File: src/rtl/ro_meas_ctrl_pkg.sv
// Shared types and helpers for the ring-oscillator measurement sequencer.
package ro_meas_ctrl_pkg;

  localparam int DEF_SETTLE = 16;
  localparam int DEF_GATE   = 1024;
  localparam int DEF_CNT_W  = 16;

  typedef enum logic [1:0] {
    ST_IDLE    = 2'd0,
    ST_SETTLE  = 2'd1,
    ST_MEASURE = 2'd2,
    ST_DONE    = 2'd3
  } ro_state_e;

  function automatic int clog2(input int v);
    int r;
    r = 0;
    while ((1 << r) < v) r++;
    return r;
  endfunction

endpackage

File: src/rtl/ro_meas_ctrl_if.sv
// Control/result bundle between the RO sequencer and its host logic.
interface ro_meas_ctrl_if #(
  parameter int CNT_W = 16
) ();
  logic             start;
  logic             abort;
  logic             ro_out;
  logic             ro_activate;
  logic             busy;
  logic             done;
  logic [CNT_W-1:0] count;
  logic             overflow;

  modport master (
    output start, abort, ro_out,
    input  ro_activate, busy, done, count, overflow
  );

  modport slave (
    input  start, abort, ro_out,
    output ro_activate, busy, done, count, overflow
  );
endinterface

File: src/rtl/ro_meas_ctrl_edge.sv
// Brings the asynchronous RO output into clk and emits a one-cycle pulse per rising edge.
module ro_edge_sync (
  input  logic clk_i,
  input  logic rst_i,
  input  logic d_i,
  output logic rise_o
);
  logic [2:0] s_q;

  // s_q[1:0] is the metastability chain; s_q[2] holds the previous synchronized value
  always_ff @(posedge clk_i) begin
    if (rst_i) s_q <= '0;
    else       s_q <= {s_q[1:0], d_i};
  end

  assign rise_o = s_q[1] & ~s_q[2];
endmodule

File: src/rtl/ro_meas_ctrl.sv
// RO frequency measurement: enable, settle, count edges over a fixed gate window, hold result.
module ro_meas_ctrl
  import ro_meas_ctrl_pkg::*;
#(
  parameter int SETTLE_CYCLES = DEF_SETTLE,
  parameter int GATE_CYCLES   = DEF_GATE,
  parameter int CNT_W         = DEF_CNT_W
) (
  input  logic          clk,
  input  logic          rst_n,
  ro_meas_ctrl_if.slave bus
);
  localparam int PH_MAX = (SETTLE_CYCLES > GATE_CYCLES) ? SETTLE_CYCLES : GATE_CYCLES;
  localparam int PH_W   = clog2(PH_MAX + 1);
  localparam logic [PH_W-1:0]  SET_LD  = PH_W'(SETTLE_CYCLES - 1);
  localparam logic [PH_W-1:0]  GATE_LD = PH_W'(GATE_CYCLES - 1);
  localparam logic [CNT_W-1:0] CNT_MAX = '1;

  ro_state_e        state_q, state_d;
  logic [PH_W-1:0]  ph_q, ph_d;
  logic [CNT_W-1:0] cnt_q, cnt_d, res_q, res_d;
  logic             sat_q, sat_d, ovf_q, ovf_d, act_q, act_d;
  logic             ro_rise;

  ro_edge_sync u_sync (
    .clk_i  (clk),
    .rst_i  (rst_n),
    .d_i    (bus.ro_out),
    .rise_o (ro_rise)
  );

  always_comb begin
    state_d = state_q;
    ph_d    = ph_q;
    cnt_d   = cnt_q;
    sat_d   = sat_q;
    res_d   = res_q;
    ovf_d   = ovf_q;
    case (state_q)
      ST_IDLE, ST_DONE: begin
        state_d = ST_IDLE;
        if (bus.start && !bus.abort) begin
          state_d = ST_SETTLE;
          ph_d    = SET_LD;
          cnt_d   = '0;
          sat_d   = 1'b0;
        end
      end
      ST_SETTLE: begin
        if (bus.abort) state_d = ST_IDLE;
        else if (ph_q == '0) begin
          state_d = ST_MEASURE;
          ph_d    = GATE_LD;
        end else ph_d = ph_q - PH_W'(1);
      end
      ST_MEASURE: begin
        if (bus.abort) state_d = ST_IDLE;
        else begin
          if (ro_rise) begin
            if (cnt_q == CNT_MAX) sat_d = 1'b1;
            else                  cnt_d = cnt_q + CNT_W'(1);
          end
          // result includes an edge seen in the final gate cycle
          if (ph_q == '0) begin
            state_d = ST_DONE;
            res_d   = cnt_d;
            ovf_d   = sat_d;
          end else ph_d = ph_q - PH_W'(1);
        end
      end
      default: state_d = ST_IDLE;
    endcase
  end

  assign act_d = (state_d == ST_SETTLE) || (state_d == ST_MEASURE);

  always_ff @(posedge clk) begin
    if (rst_n) begin
      state_q <= ST_IDLE;
      ph_q    <= '0;
      cnt_q   <= '0;
      sat_q   <= 1'b0;
      res_q   <= '0;
      ovf_q   <= 1'b0;
      act_q   <= 1'b0;
    end else begin
      state_q <= state_d;
      ph_q    <= ph_d;
      cnt_q   <= cnt_d;
      sat_q   <= sat_d;
      res_q   <= res_d;
      ovf_q   <= ovf_d;
      act_q   <= act_d;
    end
  end

  assign bus.ro_activate = act_q;
  assign bus.busy        = (state_q == ST_SETTLE) || (state_q == ST_MEASURE);
  assign bus.done        = (state_q == ST_DONE);
  assign bus.count       = res_q;
  assign bus.overflow    = ovf_q;
endmodule

File: src/flat_wrapper.sv
// flat-port wrapper written by rule: the top's interface ports become plain ports
module ro_meas_ctrl_flat import ro_meas_ctrl_pkg::*;
#(
  parameter int SETTLE_CYCLES = DEF_SETTLE,
  parameter int GATE_CYCLES   = DEF_GATE,
  parameter int CNT_W         = DEF_CNT_W
)
  (clk, rst_n, bus_start, bus_abort, bus_ro_out, bus_ro_activate, bus_busy, bus_done, bus_count, bus_overflow);
  ro_meas_ctrl_if #(.CNT_W(CNT_W)) bus_i ();
  input  logic clk;
  input  logic rst_n;
  input wire logic [$bits(bus_i.start)-1:0] bus_start;
  input wire logic [$bits(bus_i.abort)-1:0] bus_abort;
  input wire logic [$bits(bus_i.ro_out)-1:0] bus_ro_out;
  output wire logic [$bits(bus_i.ro_activate)-1:0] bus_ro_activate;
  output wire logic [$bits(bus_i.busy)-1:0] bus_busy;
  output wire logic [$bits(bus_i.done)-1:0] bus_done;
  output wire logic [$bits(bus_i.count)-1:0] bus_count;
  output wire logic [$bits(bus_i.overflow)-1:0] bus_overflow;
  assign bus_i.start = bus_start;
  assign bus_i.abort = bus_abort;
  assign bus_i.ro_out = bus_ro_out;
  assign bus_ro_activate = bus_i.ro_activate;
  assign bus_busy = bus_i.busy;
  assign bus_done = bus_i.done;
  assign bus_count = bus_i.count;
  assign bus_overflow = bus_i.overflow;
  ro_meas_ctrl #(.SETTLE_CYCLES(SETTLE_CYCLES), .GATE_CYCLES(GATE_CYCLES), .CNT_W(CNT_W)) u_core (.clk(clk), .rst_n(rst_n), .bus(bus_i));
endmodule
File: config.mk
export PLATFORM = sky130hd
export DESIGN_NAME = ro_meas_ctrl_flat
export DESIGN_NICKNAME = d
export VERILOG_FILES = /design/src/rtl/ro_meas_ctrl_pkg.sv /design/src/rtl/ro_meas_ctrl_if.sv /design/src/rtl/ro_meas_ctrl_edge.sv /design/src/rtl/ro_meas_ctrl.sv /design/src/flat_wrapper.sv
export SDC_FILE = /design/constraint.sdc
export NUM_CORES = 1
export LEC_CHECK = 0
export ABC_AREA = 1
export CORE_ASPECT_RATIO = 1.75
export CORE_MARGIN = 2
export CORE_UTILIZATION = 30
export CTS_CLUSTER_SIZE = 25
export DETAILED_ROUTE_END_ITERATION = 7
export PLACE_DENSITY = 0.59
export SLEW_MARGIN = 20
export SYNTH_ARGS = -nofsm -noshare
export SYNTH_HDL_FRONTEND = slang
export SYNTH_SLANG_ARGS = --single-unit
File: constraint.sdc
create_clock -name clk -period 2.4 [get_ports clk]
set_clock_uncertainty 0.1 [all_clocks]
set_input_delay 0.48 -clock clk [delete_from_list [all_inputs] [get_ports clk]]
set_output_delay 0.48 -clock clk [all_outputs]
set_load 0.05 [all_outputs]
==> run summary <==
STA
-----------------------------------------------------------------------------------------------------------------
Final-report hold violation count                                                                               0
Normalized max-slew margin                                                                                  43.6%
Max Transition Viols Final                                                                                      0
Time the worst path needs with I/O delays and setup                                                       2190 ps
Final cycle utilization of the critical path                                                                91.2%
F_max                                                                                                   0.457 GHz
RSZ-0062 raised after global routing                                                                           no
Actual slew at the worst max-slew pin                                                                      843 ps
Total Neg Setup Slack                                                                                        0 ps
Total of endpoints with negative setup slack in the final report                                                0

GLOBAL ROUTE
-----------------------------------------------------------------------------------------------------------------
Maximum number of pins on one net before global-route repair                                                   24
Gr ovfl total                                                                                                   0
All-Layer GR Usage                                                                                          15.1%
Number of antenna violations at the first check in global routing                                               0
Wire length of the first global-routing pass                                                              12.7 mm
Number of global-route vias before repair                                                                    2753

WORST SETUP PATH
-----------------------------------------------------------------------------------------------------------------
Worst Path Max Fanout                                                                                           3
Buffers & Inverters on Critical Path                                                                            1
Crit-path leading delay family                                                                       buffers and inverters
Setup crit start kind                                                                                        flop
Worst setup path class                                                                               flop to output pin
CP peak stage delay                                                                                        800 ps
Critical Path Sink Type                                                                                output pin
Data arrival time of the critical path                                                                    1610 ps
Worst path cell trace                                                                                ha_1 -> clkdlybuf4s50_1
Required time at the endpoint of the critical path                                                        1820 ps
Cell with the largest stage delay on the worst path                                                  clkdlybuf4s50_1

FINAL LAYOUT
-----------------------------------------------------------------------------------------------------------------
Most frequent standard cell in the layout excluding fill and tap cells                                    nand2_1
Fraction of layout cells with a size suffix above 1                                                         9.03%
Final std cells w/o fill                                                                                      612
Final core utilization                                                                                      36.4%
Most frequent cells in the layout                                                                    nand2_1 (121), nor2_1 (63), inv_1 (52)
Design area                                                                                           0.00354 mm2
Number of antenna diodes                                                                                        0
Number of fillers in the final layout                                                                        1066
NumNets Final                                                                                                 497
Layout overhead on the synthesized area                                                                     19.1%

LOGIC SYNTHESIS
-----------------------------------------------------------------------------------------------------------------
Count of cell types in the netlist                                                                             32
Avg Inst Size Synth                                                                                      6.45 um2
Leading post-synthesis cells by cell area                                                            dfxtp_1 (34%), nand2_1 (15%), nor2_1 (8.0%), nand3_1 (7.7%), inv_1 (6.6%)
Area share of the largest cell type after synthesis                                                         34.3%
Fraction of synthesized area in multiplexers                                                                   0%
Cell accounting for the most synthesized area                                                             dfxtp_1
Xor-xnor portion of the synthesized cell area                                                               1.77%
Number of nets in the synthesized netlist                                                                     472
Count of mapped cells out of synthesis                                                                        461
Post-synthesis sequential element count                                                                        51
Share of synthesized cell area in and, or, nand and nor gates                                               39.5%
Share of the yosys chip area belonging to registers                                                         34.3%
Dominant combinational cell family by area after synthesis                                           simple AND/OR/NAND/NOR gates
Arithmetic-cell share of the synthesized area counting full adders, half adders and majority gates          2.53%
Synth Warn #                                                                                                    0
Synthesized area                                                                                      0.00297 mm2
Post-synthesis compound-gate area fraction                                                                  12.4%

PWR
-----------------------------------------------------------------------------------------------------------------
Leakage power                                                                                             1.45 nW
Highest ir drop seen on vdd                                                                                277 uV
Pwr Density                                                                                            538 mW/mm2
Post-route total power                                                                                    1.90 mW

CLOCK TREE
-----------------------------------------------------------------------------------------------------------------
# hold bufs at CTS                                                                                              0
Post_cts resized                                                                                                0
Insertion delay of the later-clocked pin in the worst-skew pair                                            290 ps
Clock slew at the register clock pins of the worst setup and hold paths                                     70 ps
Htree depth                                                                                                     2
TritonCTS Buffers                                                                                               5
Total clock sinks                                                                                              51
CTS tree                                                                                                    built
Post-CTS Setup Inserts                                                                                          0
CTS root buf                                                                                            clkbuf_16
Number of buffers between clock root and the deepest sink                                                       2

PLACE
-----------------------------------------------------------------------------------------------------------------
Port Buffers                                                                                                   24
HPWL after detailed placement                                                                             5.94 mm
RePlAce Congestion                                                                                          0.883
Number of instances in the placed design                                                                      604
Area post-placement                                                                                   0.00336 mm2

DRT
-----------------------------------------------------------------------------------------------------------------
Via-to-Cell Ratio                                                                                            4.66
Routed Wire Length                                                                                        7.63 mm
Vias                                                                                                         2850
DRC violations left                                                                                             0
Number of nets with antenna violations after detailed routing                                                   0
Count of routing violations after the opening detailed-route iteration                                        156
DR WL/cell                                                                                                12.5 um
Count of TritonRoute iterations in the first routing pass                                                       4

DIE
-----------------------------------------------------------------------------------------------------------------
Count of pins on the block boundary                                                                            25
Die extent in x                                                                                           79.3 um
Count of standard-cell rows                                                                                    48
Full die area                                                                                          0.0108 mm2
Initial core utilization                                                                                    30.6%
Die height                                                                                                 136 um
Total core area                                                                                       0.00973 mm2

FLOW RUN
-----------------------------------------------------------------------------------------------------------------
Maximum Capacitance Violations                                                                                  0

HOLD PATH
-----------------------------------------------------------------------------------------------------------------
Worst min path class                                                                                 flop to flop

OUTCOME
-----------------------------------------------------------------------------------------------------------------
Status                                                                                               finished, final reports clean

-- layer usage --
layer | part of all wire (%) | up-vias | wire, um | track usage (%)
li1 | - | 1515 | - | -
met1 | 37 | 1276 | 2790 | 15.0
met2 | 58 | 42 | 4390 | 29.6
met3 | 1.9 | 17 | 142 | 1.80
met4 | 3.9 | 0 | 295 | 7.66
met5 | 0 | - | 0 | 0
-- path summary, 6_finish.rpt --
path / start / end / slack [ps] / cells after the start
worst min-delay path: u_core.u_sync.s_q[0] / u_core.u_sync.s_q[1] / 300 / 2
worst max register to register: u_core.state_q[0] / u_core.sat_q / 310 / 5
worst max-delay path: u_core.state_q[1] / bus_done / 210 / 2
worst min register to register: u_core.u_sync.s_q[0] / u_core.u_sync.s_q[1] / 300 / 2
-- kinds of logic after synthesis --
| group | count (synthesis) |
|---|---|
| adders and majority gates | 6 |
| xor gates and xnor gates | 6 |
| buffers and inverters | 67 |
| DFF | 51 |
| AOI/OAI and AO/OA | 68 |
| and+or+nand+nor | 263 |
-- power by group --
group / switching (mW) / total (mW) / internal, mW / leakage [nW]
combinational: 0.128 / 0.191 / 0.0637 / 0.954
sequential: 0.00793 / 0.864 / 0.856 / 0.412
clock: 0.324 / 0.849 / 0.525 / 0.0875
-- cells in the mapped netlist --
library cell,count
nand2_1,121
nor2_1,63
inv_1,52
dfxtp_1,51
nand3_1,46
a21oi_1,33
o21ai_0,16
o21ai_1,11
nor2_2,10
ha_1,6
nor3_1,6
buf_2,4
clkbuf_1,4
nor2_4,4
xor2_1,4
a21oi_2,3
buf_6,3
inv_2,3
nand4_1,3
nand2_2,2
nand3b_1,2
nand4_2,2
o21a_1,2
xnor2_1,2
a211oi_1,1
clkbuf_2,1
nand2_4,1
nand3_2,1
nand3_4,1
o211ai_2,1
o21bai_1,1
or2_2,1
-- stage by stage --
stage	hold WS, ps	setup slack (ps)
floorplan	288	630
global placement	293	264
detailed placement	295	245
CTS	305	188
global route	335	94.5
finish	302	212
-- registers in the layout (all words and copies together), names as in the netlist --
register and count:
u_core.bus.overflow 1, u_core.u_sync.s_q 3, u_core.sat_q 1, u_core.bus.count 16
u_core.cnt_q 16, u_core.ph_q 11, u_core.state_q 2, u_core.bus.ro_activate 1
-- tightest hold or removal path, delay by kind of cell (launching register included) --
kind / cells / cell delay [ps]
simple gates: 1 / 30
flops: 1 / 300
buf+inv: 1 / 40
-- final cells by class --
| cell class | count | area (um2) | area share [%] |
|---|---|---|---|
| inverter | 55 | 206 | 5.83 |
| timing repair buffer | 30 | 308 | 8.69 |
| clock inverter | 2 | 38.8 | 1.10 |
| multi-input combinational | 343 | 1670 | 47.2 |
| clock buffer | 6 | 139 | 3.92 |
| sequential | 51 | 1020 | 28.8 |
| tap | 125 | 156 | 4.42 |
Note: power is estimated with default switching activity, not from simulation.
